## config.mk

```make
export PLATFORM = sky130hd
export DESIGN_NAME = data_mem_banked
export DESIGN_NICKNAME = d
export VERILOG_FILES = /design/src/rtl/data_mem_banked.sv
export SDC_FILE = /design/constraint.sdc
export NUM_CORES = 2
export LEC_CHECK = 0
export BUFFER_PORTS_ARGS = -buffer_cell sky130_fd_sc_hd__buf_4
export CAP_MARGIN = 5
export CORE_ASPECT_RATIO = 1.5
export CORE_MARGIN = 2
export CORE_UTILIZATION = 45
export DETAILED_ROUTE_END_ITERATION = 10
export SLEW_MARGIN = 0
export SYNTH_ARGS = -nofsm -noshare
export SYNTH_HDL_FRONTEND = slang
export SYNTH_SLANG_ARGS = --single-unit
```

## constraint.sdc

```tcl
create_clock -name clk -period 11.6 [get_ports clk]
set_input_delay 1.16 -clock clk [delete_from_list [all_inputs] [get_ports clk]]
set_output_delay 1.16 -clock clk [all_outputs]
set_load 0.03 [all_outputs]
```

## src/rtl/data_mem_banked.sv

```systemverilog
// Byte-lane word memory that self-clears after reset, then serves one read or
// masked write per clock with a registered one-cycle response.
module data_mem_banked #(
   parameter int DATA_W = 32,
   parameter int DEPTH  = 128,
   parameter int ADDR_W = 32
) (
   input  logic                clk,
   input  logic                reset,
   input  logic                req,
   input  logic                we,
   input  logic [ADDR_W-1:0]   addr,
   input  logic [DATA_W/8-1:0] be,
   input  logic [DATA_W-1:0]   wdata,
   output logic                ready,
   output logic                done,
   output logic [DATA_W-1:0]   rdata,
   output logic                err
);
   localparam int NB    = DATA_W / 8;
   localparam int IDX_W = $clog2(DEPTH);

   typedef enum logic {CLEAR, RUN} state_t;

   state_t            state;
   state_t            state_next;
   logic [IDX_W-1:0]  clear_idx;
   logic [DATA_W-1:0] mem [DEPTH];
   logic              accept;
   logic              in_range;
   logic              last_clear;
   logic [IDX_W-1:0]  idx;
   logic [DATA_W-1:0] cur_word;
   logic [DATA_W-1:0] merged;
   logic              done_r;
   logic              err_r;

   // Every address bit above the index must be zero for an in-range access.
   assign idx        = addr[IDX_W-1:0];
   assign in_range   = (addr >> IDX_W) == '0;
   assign last_clear = clear_idx == IDX_W'(DEPTH - 1);
   assign accept     = req && (state == RUN) && !reset;

   always_ff @(posedge clk) begin
      if (reset) begin
         state <= CLEAR;
      end else begin
         state <= state_next;
      end
   end

   always_comb begin
      state_next = state;
      if (state == CLEAR && last_clear) begin
         state_next = RUN;
      end
   end

   // Reset masks a response already registered so an interrupted request never completes.
   always_comb begin
      ready = (state == RUN);
      done  = done_r && !reset;
      err   = err_r && !reset;
   end

   always_ff @(posedge clk) begin
      if (reset) begin
         clear_idx <= '0;
      end else if (state == CLEAR && !last_clear) begin
         clear_idx <= clear_idx + 1'b1;
      end
   end

   always_comb begin
      cur_word = mem[idx];
      merged   = cur_word;
      for (int i = 0; i < NB; i++) begin
         if (we && be[i]) begin
            merged[8*i +: 8] = wdata[8*i +: 8];
         end
      end
   end

   always_ff @(posedge clk) begin
      if (!reset) begin
         if (state == CLEAR) begin
            mem[clear_idx] <= '0;
         end else if (accept && in_range && we) begin
            mem[idx] <= merged;
         end
      end
   end

   always_ff @(posedge clk) begin
      if (reset) begin
         done_r <= 1'b0;
         err_r  <= 1'b0;
         rdata  <= '0;
      end else begin
         done_r <= accept;
         err_r  <= accept && !in_range;
         if (accept) begin
            rdata <= in_range ? merged : '0;
         end
      end
   end
endmodule
```

# Yosys cells after proc, flatten, opt, wreduce, memory -nomap -nowiden
# Memories as Yosys holds them, arrays and structs flattened.
# Index checks and enable logic that the tools add are counted.
# op_classes
mux	15
bitwise	1
addsub	1
eq_ne	1
n_reduce_logical	18
# op_table
cell	count
$mux 32	2
$logic_not 32->1	1
$mux 8	4
$reduce_or 32->1	1
$logic_and 1x1->1	13
$mux 1	8
$add 7x1->7 const B	1
$eq 7x7->1 const B	1
$mux 7	1
$logic_not 1->1	3
$not 1->1	1
# word_totals
wordCells	42
output_inout_bits	35
mem_count	1
inputBits	72
ramBits	4096
regBits	42
# mem_list
name	depth	width	read_ports	rd_clocked_by_memory_dff	wr	line	source
mem	128	32	1	0	1	28	logic [DATA_W-1:0] mem [DEPTH];

# Longest topological paths before layout
# depth
ltp_word	10
ltp_mapped	12
mapped_depth_nobuf	8

# Worst setup path before layout
# Ideal clock, no wire load.
# synth_timing
path_type	input -> register
start	in addr[1]
end	mem mem[0][0] (data pin)
setup_slack_ns	2.470
setup_ns	1.229
t_arrival_ns	7.901
t_required_ns	10.371
cell_stages	10
path_cell_list	buf_4 > buf_4 > buf_2 > buf_4 > or2_2 > nor2_1 > o31ai_1 > a211oi_1 > a32oi_1 > a211oi_1
# synth_via
elab_chain_len	3
# synth_lines
element	line	source
from (decl)	12	input logic [ADDR_W-1:0] addr,
$mem_v2 128x32	--	
$mux 8	78	if (we && be[i]) begin
$mux 32 (no line)	--	
to (decl)	28	
# No other way between the ends.

# Worst setup path in the final report
# layout_timing
start	in addr[2]
end	mem mem[103][30] (data pin)
# The elaborated chain is that of the path after synthesis.

==> impl_metrics.tcl <==
set metrics [dict create \
    reg2regPathDepth 11 \
    post-place-cells 12895 \
    worst_slack_ns 5.14 \
    dr.pass1.iters 6 \
    ctsHoldBuffers 0 \
    fp.dieArea_mm2 0.362 \
    ant_nets 0 \
    finalSetupViolations 0 \
    critPathMaxFanout 87 \
    h-tree-depth 5 \
    seq_power_share_pct 54.8 \
    hold_viol 0 \
    cp.arrival_ns 7.12 \
    port_buffers 106 \
    final_cells 13587 \
    post-route-drc-count 0 \
    maxCapViolCount 1 \
    async_flop_share_pct 0 \
    place_hpwl_um 282000 \
    grt_start_max_net_pins 129 \
    cts-root-buf "clkbuf_16" \
    end_kind "flip-flop" \
    multiInputGateArea_mm2 0.0352 \
    wl_per_cell_um 37.4 \
    worst-r2r-setup-slack_ns 5.73 \
    path_clk_slew_ns 0.06 \
    drt-total-wl_um 507000 \
    fill_cells 28120 \
    cts_resized 0 \
    worstSetupStartpointType "input port" \
    p_switching_mw 6.11 \
    whs_ns 0.493 \
    fin_skew_ns 0.0428 \
    crit_end "mem[103][30]" \
    worstSkewPairLatency_ns 0.98 \
    yosys_most_used_dff "edfxtp_1" \
    post-route-util_pct 50.8 \
    min_path_type "in -> reg" \
    ys_seq_area_share_pct 77.1 \
    total_power_mw 29.5 \
    chipWidth_um 492 \
    slew_headroom_pct 0.146 \
    outcome "finished with violations" \
    synth_warnings 0 \
    synth_nets 8296 \
    cts_tree "built" \
    fmax_mhz 155 \
    final_area_mm2 0.180 \
    synthCells 8223 \
    via_count 86071 \
    rows 268 \
    fin_crit_ns 6.46 \
    overflow 0 \
    synthDistinctLibCells 79 \
    clockPowerShare_pct 42.1 \
    synth_edf_count 4096 \
    p_int_mw 23.4 \
    die_h_um 736 \
    drive_above_1_share_pct 16.4 \
    grt_pass1_wl_um 692000 \
    avgSynthCellArea_um2 19.5 \
    rsz0062_at_grt "false" \
    drtIter0Drc 12254 \
    r2r-start "ready" \
    syn_to_final_growth_pct 12.3 \
    synth_top_area_share_pct 76.6 \
    start_util_pct 45.2 \
    vdd_drop_max_v 0.000123 \
    startpoint "addr[2]" \
    setup_tns_ns 0 \
    critPathKind "in -> reg" \
    p_sw_share_pct 20.7 \
    slew_violations 0 \
    ff_latch_area_mm2 0.124 \
    dp_slack_ns 4.42 \
    violations "max-capacitance violations" \
    syn_area_mm2 0.161 \
    synth.most_common_cell "edfxtp_1" \
    grt_pass1_vias 85645 \
    place_area_mm2 0.168 \
    antenna_found_initial 28 \
    postCtsSetupBuffers 0 \
    via_per_inst 6.33 \
    timing.final.crit_share_pct 55.7 \
    r2r-end "mem[42][18]" \
    coreArea_mm2 0.355 \
    clock-sinks 4138 \
    ys_seq_elements 4138 \
    pin_count 107 \
    cellPowerDensity_mw_per_mm2 164 \
    track_usage_pct 27.5 \
    ys_top_cells_by_area "edfxtp_1, mux2i_1, mux4_2, a22oi_1, nand4_1" \
    comb_power_share_pct 3.1 \
    cts_buffer_depth 4 \
    leakagePower_nw 56.1 \
    worstPathRequired_ns 12.26 \
    synthTopCellsByCount "edfxtp_1, mux2i_1, a22oi_1" \
    synth_top_area_cell "edfxtp_1" \
    cts-buffers-inserted 374 \
    gp_congestion 0.844 \
    tightest_slew_ns 1.49 \
    finalNetCount 8620 \
]
## layer usage
metal	GRT usage, %	up-vias	part of all wire (%)
met3	4.87	1059	8.9
met5	0	-	0.058
met1	34.6	45659	36
met2	45.9	4869	49
met4	13.9	10	5.7
li1	-	34474	-
## cells by family after synthesis
kind of cell               synth area share, %
and+or+nand+nor                           2.24
DFF                                       77.1
adders and majority gates              0.00779
muxes                                     14.3
xor gates and xnor gates                0.0218
AOI/OAI and AO/OA                         4.49
buffers and inverters                     1.81
## worst max-delay path: stages
cell	delay, ns
buf_8	0.43
buf_12	0.47
and4bb_4	0.45
buf_12	0.24
a22oi_1	0.36
nand4_1	0.26
nor2_1	1.04
buf_4	0.26
mux4_2	0.24
mux2i_1	0.11
nor2_4	0.11
buf_4	0.61
buf_4	0.65
## power groups by stage
| stage | clock network (mW) | logic [mW] | registers (mW) |
|---|---|---|---|
| after global routing | 13.1 | 0.928 | 16.2 |
| after global placement | 0 | 0.898 | 16.5 |
| final | 12.4 | 0.916 | 16.2 |
| after floorplan | 0 | 0.560 | 16.5 |
| after CTS | 12.5 | 0.902 | 16.2 |
| after detailed placement | 0 | 0.900 | 16.5 |
## cell usage in the layout (no fill, tap or decap), drive strengths merged, types with 42 or more instances in the layout
cell and count:
a21oi 47, a22oi 752, buf 419, clkbuf 455, clkinv 149, dfxtp 42
edfxtp 4096, mux2i 1559, mux4 312, nand2 138, nand4 185, nor2 255
o21ai 64
## cell type report
class	instances	share of cell area [%]
clock buffers	455	5.47
inverters	11	0.0229
diodes	25	0.0347
clock inverters	211	1.16
well taps	4725	3.28
multi-input cells	3603	19.5
flip-flops and latches	4138	68.6
repair buffers	419	1.92
## registers in the layout, summed over array words and instances (netlist names)
signal     count
err_r          1
rdata         32
ready          1
mem         4096
done_r         1
clear_idx      7
## worst min-delay path by stage
stage                  from            to  slack [ns]  cells past startpoint
5_1_grt           wdata[19]     rdata[19]        0.49                      3
6_report           wdata[2]      rdata[2]        0.49                      3
3_5_place_dp       rdata[5]      rdata[5]        0.54                      2
2_1_floorplan  clear_idx[5]  clear_idx[5]        0.50                      2
4_1_cts            wdata[5]      rdata[5]        0.47                      3
3_3_place_gp      rdata[25]     rdata[25]        0.54                      2
(Power assumes the default switching activity.)
